==> config.mk <==
export PLATFORM = sky130hd
export DESIGN_NAME = fwd_hazard_ctrl
export DESIGN_NICKNAME = d
export VERILOG_FILES = /design/src/rtl/pipe_ctrl_pkg.sv /design/src/rtl/fwd_shadow_reg.sv /design/src/rtl/fwd_hazard_ctrl.sv
export SDC_FILE = /design/constraint.sdc
export NUM_CORES = 1
export LEC_CHECK = 0
export ABC_AREA = 1
export BUFFER_PORTS_ARGS = -buffer_cell sky130_fd_sc_hd__buf_2
export CAP_MARGIN = 5
export CORE_UTILIZATION = 35
export DETAILED_ROUTE_END_ITERATION = 8
export GPL_ROUTABILITY_DRIVEN = 0
export PLACE_DENSITY = 0.66
export SLEW_MARGIN = 20
export SYNTH_ARGS = -nofsm -noshare
export SYNTH_HDL_FRONTEND = slang
export SYNTH_HIERARCHICAL = 1
export SYNTH_SLANG_ARGS = --single-unit
==> constraint.sdc <==
create_clock -name Clk -period 3.32 [get_ports Clk]
set_input_delay 0.83 -clock Clk [delete_from_list [all_inputs] [get_ports Clk]]
set_output_delay 0.83 -clock Clk [all_outputs]
set_load 0.01 [all_outputs]
==> src/rtl/pipe_ctrl_pkg.sv <==
// Shared pipeline-control definitions: operand-mux select codes, hazard FSM states,
// shadow-stage record and the forwarding-priority helper.
package pipe_ctrl_pkg;

    localparam int PIPE_ADDR_W = 5;

    localparam logic [1:0] SEL_REGFILE = 2'd0;
    localparam logic [1:0] SEL_WB      = 2'd1;
    localparam logic [1:0] SEL_MEM     = 2'd2;

    typedef enum logic {
        ST_RUN,
        ST_STALLED
    } state_t;

    typedef struct packed {
        logic [PIPE_ADDR_W-1:0] Dest;
        logic                   RegWrite;
        logic                   MemRead;
    } shadow_t;

    // Youngest producer wins; register 0 is hardwired and never forwards.
    function automatic logic [1:0] fwd_select(
        input logic                   used,
        input logic [PIPE_ADDR_W-1:0] src,
        input logic [PIPE_ADDR_W-1:0] idex_dest,
        input logic                   idex_wr,
        input logic [PIPE_ADDR_W-1:0] exmem_dest,
        input logic                   exmem_wr
    );
        logic [1:0] sel;
        sel = SEL_REGFILE;
        if (used && (src != '0)) begin
            if (idex_wr && (idex_dest == src)) begin
                sel = SEL_MEM;
            end else if (exmem_wr && (exmem_dest == src)) begin
                sel = SEL_WB;
            end
        end
        return sel;
    endfunction

endpackage

==> src/rtl/fwd_shadow_reg.sv <==
// One shadow pipeline stage holding destination/write-enable/load info.
// Cleared on reset and loaded with an all-zero NOP when a bubble is inserted.
module fwd_shadow_reg
    import pipe_ctrl_pkg::*;
(
    input  logic    i_clk,
    input  logic    i_rst,
    input  logic    i_bubble,
    input  shadow_t i_d,
    output shadow_t o_q
);

    shadow_t r_q;

    always_ff @(posedge i_clk) begin
        if (i_rst || i_bubble) begin
            r_q <= '0;
        end else begin
            r_q <= i_d;
        end
    end

    assign o_q = r_q;

endmodule

==> src/rtl/fwd_hazard_ctrl.sv <==
// Forwarding-select and load-use hazard controller for the 5-stage pipeline.
// Selects are registered into EX; Stall/Bubble are combinational in ID.
module fwd_hazard_ctrl
    import pipe_ctrl_pkg::*;
#(
    parameter int REG_ADDR_W = 5,
    parameter int SEL_W      = 2
) (
    input  logic                  Clk,
    input  logic                  Reset,
    input  logic                  IdValid,
    input  logic [REG_ADDR_W-1:0] IdRs,
    input  logic [REG_ADDR_W-1:0] IdRt,
    input  logic                  IdUsesRs,
    input  logic                  IdUsesRt,
    input  logic [REG_ADDR_W-1:0] IdDest,
    input  logic                  IdRegWrite,
    input  logic                  IdMemRead,
    input  logic                  Flush,
    output logic [SEL_W-1:0]      FwdSelA,
    output logic [SEL_W-1:0]      FwdSelB,
    output logic                  Stall,
    output logic                  Bubble
);

    shadow_t          w_id;
    shadow_t          w_idex;
    shadow_t          w_exmem;
    shadow_t          w_memwb;
    logic             w_kill;
    logic             w_hazard;
    logic             w_unused;
    state_t           r_state;
    state_t           w_state_nxt;
    logic [SEL_W-1:0] r_sel_a;
    logic [SEL_W-1:0] r_sel_b;
    logic [SEL_W-1:0] w_sel_a;
    logic [SEL_W-1:0] w_sel_b;

    assign w_id.Dest     = IdDest;
    assign w_id.RegWrite = IdRegWrite;
    assign w_id.MemRead  = IdMemRead;

    // An invalid ID slot enters the shadow pipe as a NOP, same as a real bubble.
    assign w_kill = Bubble || !IdValid;

    fwd_shadow_reg u_idex (
        .i_clk    (Clk),
        .i_rst    (Reset),
        .i_bubble (w_kill),
        .i_d      (w_id),
        .o_q      (w_idex)
    );

    fwd_shadow_reg u_exmem (
        .i_clk    (Clk),
        .i_rst    (Reset),
        .i_bubble (1'b0),
        .i_d      (w_idex),
        .o_q      (w_exmem)
    );

    fwd_shadow_reg u_memwb (
        .i_clk    (Clk),
        .i_rst    (Reset),
        .i_bubble (1'b0),
        .i_d      (w_exmem),
        .o_q      (w_memwb)
    );

    // MEM/WB copy is kept for debug visibility only; WB data reaches ID via the regfile.
    assign w_unused = ^w_memwb;

    assign w_hazard = IdValid && w_idex.MemRead && w_idex.RegWrite && (w_idex.Dest != '0)
                   && ((IdUsesRs && (IdRs == w_idex.Dest)) || (IdUsesRt && (IdRt == w_idex.Dest)));

    always_comb begin
        w_state_nxt = ST_RUN;
        Stall       = 1'b0;
        Bubble      = 1'b0;
        if (Flush) begin
            Bubble = 1'b1;
        end else if ((r_state == ST_RUN) && w_hazard) begin
            Stall       = 1'b1;
            Bubble      = 1'b1;
            w_state_nxt = ST_STALLED;
        end
    end

    always_ff @(posedge Clk) begin
        if (Reset) begin
            r_state <= ST_RUN;
        end else begin
            r_state <= w_state_nxt;
        end
    end

    assign w_sel_a = fwd_select(IdUsesRs, IdRs, w_idex.Dest, w_idex.RegWrite,
                                w_exmem.Dest, w_exmem.RegWrite);
    assign w_sel_b = fwd_select(IdUsesRt, IdRt, w_idex.Dest, w_idex.RegWrite,
                                w_exmem.Dest, w_exmem.RegWrite);

    // ID -> EX boundary: selects follow the instruction into EX.
    always_ff @(posedge Clk) begin
        if (Reset || w_kill) begin
            r_sel_a <= SEL_REGFILE;
            r_sel_b <= SEL_REGFILE;
        end else begin
            r_sel_a <= w_sel_a;
            r_sel_b <= w_sel_b;
        end
    end

    assign FwdSelA = r_sel_a;
    assign FwdSelB = r_sel_b;

endmodule

==> results of run 1 <==
registers in the layout, summed over array words and instances, names as in the netlist:
name	flops
u_idex/o_q	7
u_exmem/o_q	6
FwdSelA	2
FwdSelB	2
r_state	1
metal layers:
metal | routed length, um | global-route usage, % | vias to the layer above
met5 | 0 | 0 | -
met4 | 68 | 8.12 | 0
met3 | 156 | 3.61 | 8
met2 | 890 | 24.6 | 33
met1 | 928 | 21.2 | 390
li1 | - | - | 485
report_power, final:
group / switching (mW) / internal [mW]
registers: 0.00304 / 0.219
clock network: 0.0641 / 0.0421
logic: 0.0362 / 0.0242
worst max-delay path, stage by stage:
cell and delay (ps):
buf_2 110, inv_1 70, nand2_1 60, nand2_1 50, nor2_1 190, nand4_1 120, nand2_1 90, nand2_2 80
nor2_1 90, buf_2 130
how the worst min path moves through the flow:
stage                             start        endpoint  depth (start not counted)
after floorplan           u_idex/o_q[2]  u_exmem/o_q[2]                          2
after global placement    u_idex/o_q[2]  u_exmem/o_q[2]                          2
after detailed placement  u_idex/o_q[2]  u_exmem/o_q[2]                          2
after CTS                 u_idex/o_q[2]  u_exmem/o_q[2]                          2
after global routing      u_idex/o_q[2]  u_exmem/o_q[2]                          2
final                     u_idex/o_q[2]  u_exmem/o_q[2]                          2
per-stage QoR:
stage                     worst slack (ps)  area [um2]  hold WS [ps]  instances
after global routing                   530        1160           514        199
after floorplan                       1010         957           448        138
after detailed placement               703        1130           474        196
after CTS                              689        1160           483        199
after global placement                 735        1130           474        196
final                                  661        1160           484        199
layout make-up:
cell class	instances	area [um2]
fill	276	1370
sequential	18	360
clock buffer	3	22.5
multi-input combinational	83	458
timing repair buffer	28	140
tap	30	37.5
inverter	37	139
==> results.py, run 1 <==
metrics = {
    "status": {
        "status": "finished clean",
    },
    "grt": {
        "grt_usage_pct": 16.1,
        "antenna_found_initial": 0,
        "grt_pass1_vias": 798,
        "grt_overflow": 0,
        "grt_first_pass_wirelength_mm": 3.34,
        "grt_max_degree": 10,
    },
    "synth": {
        "synth_area_um2": 957,
        "synth_warnings": 6,
        "syn_area_per_cell_um2": 6.94,
        "syn_inst": 138,
        "syn_nets": 161,
    },
    "layout": {
        "final_common_cell": "inv_1",
        "fin_util_pct": 45.9,
        "num_antenna_cells": 0,
        "synthToLayoutAreaGrowth_pct": 20.9,
        "drive_above_1_share_pct": 30.8,
        "final_cell_mix": "inv_1, buf_2, nand2_1, dfxtp_1, nor2_2",
        "layout.nets": 194,
    },
    "drt": {
        "drc": 0,
        "routedWlPerCell_um": 10.3,
        "vias": 916,
        "via_per_inst": 4.60,
        "first_iter_violations": 23,
        "routed_wl_mm": 2.04,
        "first_pass_iters": 4,
        "final_antenna_net_count": 0,
    },
    "setup_path": {
        "reg2regPathDepth": 11,
        "ff2ff_setup_slack_ps": 1840,
        "critPathKind": "input pin to output pin",
        "critical_path.endpoint": "Stall",
        "startpoint": "IdRt[2]",
        "cp.required_ps": 2490,
        "cp_max_fo": 5,
        "arrival_ps": 1830,
        "timing.rr.start": "u_idex/o_q[4]",
        "reg2reg_to": "u_idex/o_q[5]",
        "startpoint_type": "input pin",
        "worst_setup_path_end_kind": "output pin",
    },
    "clock_tree": {
        "clock_latency_ps": 290,
        "postCtsResizedCells": 0,
        "cts_tree": "done",
        "cts.sinks": 18,
        "clock_path_buffers": 2,
        "htree_levels": 1,
        "root_buffer": "clkbuf_4",
        "cts_buffers": 3,
        "holdBufCountCts": 0,
        "path_clk_slew_ps": 100,
        "postCtsSetupBuffers": 0,
    },
    "timing": {
        "max_freq_mhz": 376,
        "final-setup-viol-count": 0,
        "hold_viol_final": 0,
        "period_minus_slack_ps": 2660,
        "fin_setup_tns_ps": 0,
        "min_period_over_period_pct": 80.1,
        "rsz0062_at_grt": "false",
        "fin_skew_ps": 5.79,
        "drv_slew": 0,
    },
    "power_and_ir_drop": {
        "power_uw": 388,
        "ir_drop_mv": 0.183,
        "p_leak_nw": 0.595,
        "power_density_mw_per_mm2": 336,
    },
    "floorplan": {
        "row_count": 18,
        "die_x_um": 54.3,
        "start_util_pct": 37.9,
        "ioPinCount": 29,
        "fp.dieH_um": 54.3,
        "die_area_mm2": 0.00295,
        "core_mm2": 0.00252,
    },
    "placement": {
        "portBuffers": 28,
        "dp_hpwl_mm": 1.68,
    },
    "hold_path": {
        "hold_path_class": "register to register",
    },
    "job": {
        "drv_cap": 0,
    },
}
Power figures use the tool's default switching activity.
==> run 2, diff against run 1 <==
Clock period 3.32 ns to 2.7 ns, I/O delays scaled along.
==> results.py, run 2 (synthesis gave the netlist of run 1 again) <==
metrics = {
    "setup_path": {
        "arrival_ps": 1670,
        "timing.rr.start": "u_idex/o_q[4]",
        "critPathKind": "input pin to output pin",
        "cpMostUsedCell": "nand2_1",
        "cp.required_ps": 2030,
        "worst_setup_path_end_kind": "output pin",
        "cp_max_fo": 5,
        "critPathMaxStageDelay_ps": 190,
        "crit_chain": "buf_2, inv_1, nand2_1, nand2_1, nor2_1, nand4_1, nand2_1, nand2_2, nor2_1, buf_2",
        "startpoint_type": "input pin",
        "crit_slowest_cell": "nor2_1",
        "reg2regPathDepth": 11,
        "ff2ff_setup_slack_ps": 1230,
        "reg2reg_to": "u_idex/o_q[5]",
    },
    "timing": {
        "drv_slew": 0,
        "fin_setup_tns_ps": 0,
        "fin_skew_ps": 2.15,
        "rsz0062_at_grt": "false",
        "period_minus_slack_ps": 2340,
        "final-setup-viol-count": 0,
        "hold_viol_final": 0,
        "min_period_over_period_pct": 86.7,
        "whs_ps": 493,
        "max_freq_mhz": 427,
    },
    "status": {
        "status": "finished clean",
    },
    "layout": {
        "largest_reg_flops": 7,
        "synthToLayoutAreaGrowth_pct": 20.9,
        "final_cell_mix": "inv_1, buf_2, nand2_1, dfxtp_1, nor2_2",
        "fin_cells": 199,
        "final_common_cell": "inv_1",
        "num_antenna_cells": 0,
        "layout.nets": 194,
        "drive_above_1_share_pct": 30.8,
        "final_area_mm2": 0.00116,
    },
    "drt": {
        "vias": 928,
        "first_pass_iters": 4,
        "routedWlPerCell_um": 10.5,
        "routed_wl_mm": 2.09,
        "final_antenna_net_count": 0,
        "drc": 0,
        "via_per_inst": 4.66,
        "first_iter_violations": 19,
    },
    "floorplan": {
        "core_mm2": 0.00252,
        "die_area_mm2": 0.00295,
        "row_count": 18,
        "fp.dieH_um": 54.3,
        "start_util_pct": 37.9,
        "ioPinCount": 29,
        "die_x_um": 54.3,
    },
    "hold_path": {
        "holdPathStages": 2,
        "worstHoldStart": "u_idex/o_q[2]",
        "hold_path_class": "register to register",
        "hold_end": "u_exmem/o_q[2]",
    },
    "grt": {
        "grt_pass1_vias": 852,
        "grt_overflow": 0,
        "antenna_found_initial": 0,
        "grt_first_pass_wirelength_mm": 3.55,
        "grt_usage_pct": 17.0,
        "grt_max_degree": 10,
    },
    "clock_tree": {
        "postCtsResizedCells": 0,
        "root_buffer": "clkbuf_4",
        "cts_tree": "done",
        "clock_path_buffers": 2,
        "postCtsSetupBuffers": 0,
        "htree_levels": 1,
        "cts.sinks": 18,
        "holdBufCountCts": 0,
        "cts_buffers": 3,
        "path_clk_slew_ps": 90,
        "clock_latency_ps": 280,
    },
    "job": {
        "drv_cap": 0,
    },
    "power_and_ir_drop": {
        "power_density_mw_per_mm2": 411,
        "ir_drop_mv": 0.225,
        "p_leak_nw": 0.595,
    },
    "placement": {
        "dp_hpwl_mm": 1.71,
        "post_dp_cell_area_mm2": 0.00113,
        "dp_cells": 196,
        "portBuffers": 28,
    },
}
[run 2: per-layer routing]
| layer | share of wire, % | vias to the layer above | global-route usage (%) |
|---|---|---|---|
| met3 | 6.9 | 6 | 3.61 |
| met1 | 45 | 403 | 22.3 |
| li1 | - | 485 | - |
| met5 | 0 | - | 0 |
| met4 | 2.9 | 0 | 8.12 |
| met2 | 45 | 34 | 26.2 |
[run 2: where the power goes]
| part | internal [mW] | switching [mW] | total (mW) |
|---|---|---|---|
| Combinational | 0.0297 | 0.0448 | 0.0745 |
| Sequential | 0.269 | 0.00376 | 0.273 |
| Clock | 0.0518 | 0.0761 | 0.128 |
[run 2: worst max-delay path: cells and delay by family]
kind	cells	cell delay (ps)
simple gates	7	680
buf+inv	3	310
[run 2: layout make-up]
class | count | area, um2
Tap cell | 30 | 37.5
Multi-Input combinational cell | 83 | 458
Clock buffer | 3 | 22.5
Inverter | 37 | 139
Fill cell | 277 | 1370
Timing Repair Buffer | 28 | 140
Sequential cell | 18 | 360
[run 2: metrics by stage]
stage,total power [mW],worst slack (ps),utilization (%)
after floorplan,0.320,704,-
after global placement,0.352,424,45.0
after detailed placement,0.353,393,45.0
after CTS,0.481,382,45.9
after global routing,0.507,227,45.9
final,0.475,358,45.9
[run 2: worst max path at each step]
| stage | from | to | slack [ps] | depth (start not counted) |
|---|---|---|---|---|
| after global routing | IdRt[3] | Stall | 230 | 10 |
| after floorplan | IdRt[2] | Stall | 700 | 8 |
| after global placement | IdRs[3] | Stall | 420 | 10 |
| after detailed placement | IdRt[2] | Stall | 390 | 10 |
| final | IdRt[2] | Stall | 360 | 10 |
| after CTS | IdRt[2] | Stall | 380 | 10 |
==> run 3, diff against run 2 <==
Settings changed: CORE_UTILIZATION 35 to 50, PLACE_DENSITY 0.66 to 0.86.
==> results.py, run 3 (synthesis gave the netlist of run 1 again) <==
metrics = {
    "clock_tree": {
        "postCtsResizedCells": 0,
        "htree_levels": 1,
        "clock_path_buffers": 2,
        "clock_latency_ps": 290,
        "postCtsSetupBuffers": 0,
        "path_clk_slew_ps": 100,
        "root_buffer": "clkbuf_4",
        "holdBufCountCts": 0,
        "cts_tree": "done",
        "cts.sinks": 18,
        "cts_buffers": 3,
    },
    "floorplan": {
        "die_x_um": 45.8,
        "start_util_pct": 54.3,
        "core_mm2": 0.00176,
        "row_count": 15,
        "ioPinCount": 29,
        "die_area_mm2": 0.00209,
        "fp.dieH_um": 45.8,
    },
    "grt": {
        "grt_pass1_vias": 789,
        "antenna_found_initial": 0,
        "grt_usage_pct": 21.1,
        "grt_overflow": 0,
        "grt_max_degree": 11,
        "grt_first_pass_wirelength_mm": 3.13,
    },
    "timing": {
        "fin_setup_tns_ps": 0,
        "final-setup-viol-count": 0,
        "period_minus_slack_ps": 2310,
        "rsz0062_at_grt": "false",
        "fin_skew_ps": 2.48,
        "drv_slew": 0,
        "hold_viol_final": 0,
        "whs_ps": 495,
        "min_period_over_period_pct": 85.7,
        "max_freq_mhz": 432,
    },
    "drt": {
        "routedWlPerCell_um": 10.0,
        "drc": 0,
        "final_antenna_net_count": 0,
        "vias": 945,
        "routed_wl_mm": 1.96,
        "via_per_inst": 4.85,
        "first_pass_iters": 4,
        "first_iter_violations": 38,
    },
    "setup_path": {
        "crit_chain": "buf_2, inv_1, nand2_1, nand2_1, nor2_1, nand4_1, nand2_1, nand2_2, nor2_1, buf_2",
        "worst_setup_path_end_kind": "output pin",
        "timing.rr.start": "u_idex/o_q[5]",
        "cp_num_buf_inv": 3,
        "cp_max_fo": 5,
        "arrival_ps": 1640,
        "crit_slowest_cell": "nor2_1",
        "crit_family": "simple AND/OR/NAND/NOR gates",
        "critPathKind": "input pin to output pin",
        "startpoint_type": "input pin",
        "reg2reg_to": "u_idex/o_q[0]",
        "reg2regPathDepth": 11,
        "cpMostUsedCell": "nand2_1",
        "critPathMaxStageDelay_ps": 150,
        "cp.required_ps": 2030,
        "ff2ff_setup_slack_ps": 1260,
    },
    "power_and_ir_drop": {
        "power_density_mw_per_mm2": 438,
        "ir_drop_mv": 0.345,
        "p_leak_nw": 0.602,
    },
    "layout": {
        "final_area_mm2": 0.00116,
        "synthToLayoutAreaGrowth_pct": 21.7,
        "final_cell_mix": "inv_1, buf_2, nand2_1, dfxtp_1, nor2_2",
        "drive_above_1_share_pct": 31.2,
        "num_antenna_cells": 0,
        "largest_reg_flops": 7,
        "final_common_cell": "inv_1",
        "layout.nets": 194,
    },
    "hold_path": {
        "holdPathStages": 2,
        "hold_path_class": "register to register",
        "hold_end": "u_exmem/o_q[2]",
        "worstHoldStart": "u_idex/o_q[2]",
    },
    "placement": {
        "portBuffers": 28,
        "post_dp_cell_area_mm2": 0.00113,
        "dp_hpwl_mm": 1.59,
    },
    "job": {
        "drv_cap": 0,
    },
    "status": {
        "status": "finished clean",
    },
}
-- run 3: cell count changes in the layout (fill, tap and decap cells not counted), sizes merged --
cell / previous run / this run
clkbuf: 3 / 4
-- run 3: how the worst max path moves through the flow --
stage            end     from  depth (start not counted)  slack [ps]
2_1_floorplan  Stall  IdRt[2]                          8         700
3_3_place_gp   Stall  IdRs[3]                         10         450
6_report       Stall  IdRs[3]                         10         390
4_1_cts        Stall  IdRs[3]                         10         400
3_5_place_dp   Stall  IdRs[3]                         10         400
5_1_grt        Stall  IdRt[3]                         10         290
-- run 3: layer usage --
layer / track usage (%) / share of wire, % / wire, um / vias up
li1: - / - / - / 483
met1: 26.8 / 43 / 841 / 409
met2: 34.6 / 48 / 935 / 47
met3: 5.16 / 7.5 / 147 / 6
met4: 7.65 / 1.5 / 30 / 0
met5: 0 / 0 / 0 / -
-- run 3: power breakdown --
group | internal, mW | leakage, nW | switching [mW]
Sequential | 0.269 | 0.146 | 0.00386
Clock | 0.0822 | 0.0210 | 0.0818
Combinational | 0.0297 | 0.435 | 0.0431
-- run 3: area by class of cell --
type,count,area [um2]
clock buffers,4,36.3
flip-flops and latches,18,360
inverters,37,139
well taps,25,31.3
multi-input cells,83,458
repair buffers,28,140
fillers,168,599
-- run 3: worst reg2reg max path, cell delays in order (launching register included) --
cell     delay (ps)
dfxtp_1         430
inv_1            80
nand2_1          60
nand2_1          40
nor2_1          150
nand4_1         120
nand2_1          90
nand2_2          80
nand3_1         100
inv_2            50
nand2_4         110
nor2_2           40
-- run 3: stage by stage --
step,worst slack [ps],util (%),std cells,total power [mW]
global placement,451,64.0,191,0.349
global route,287,66.0,195,0.538
floorplan,704,-,138,0.320
finish,386,66.0,195,0.510
detailed placement,400,64.0,191,0.351
CTS,396,66.0,195,0.513
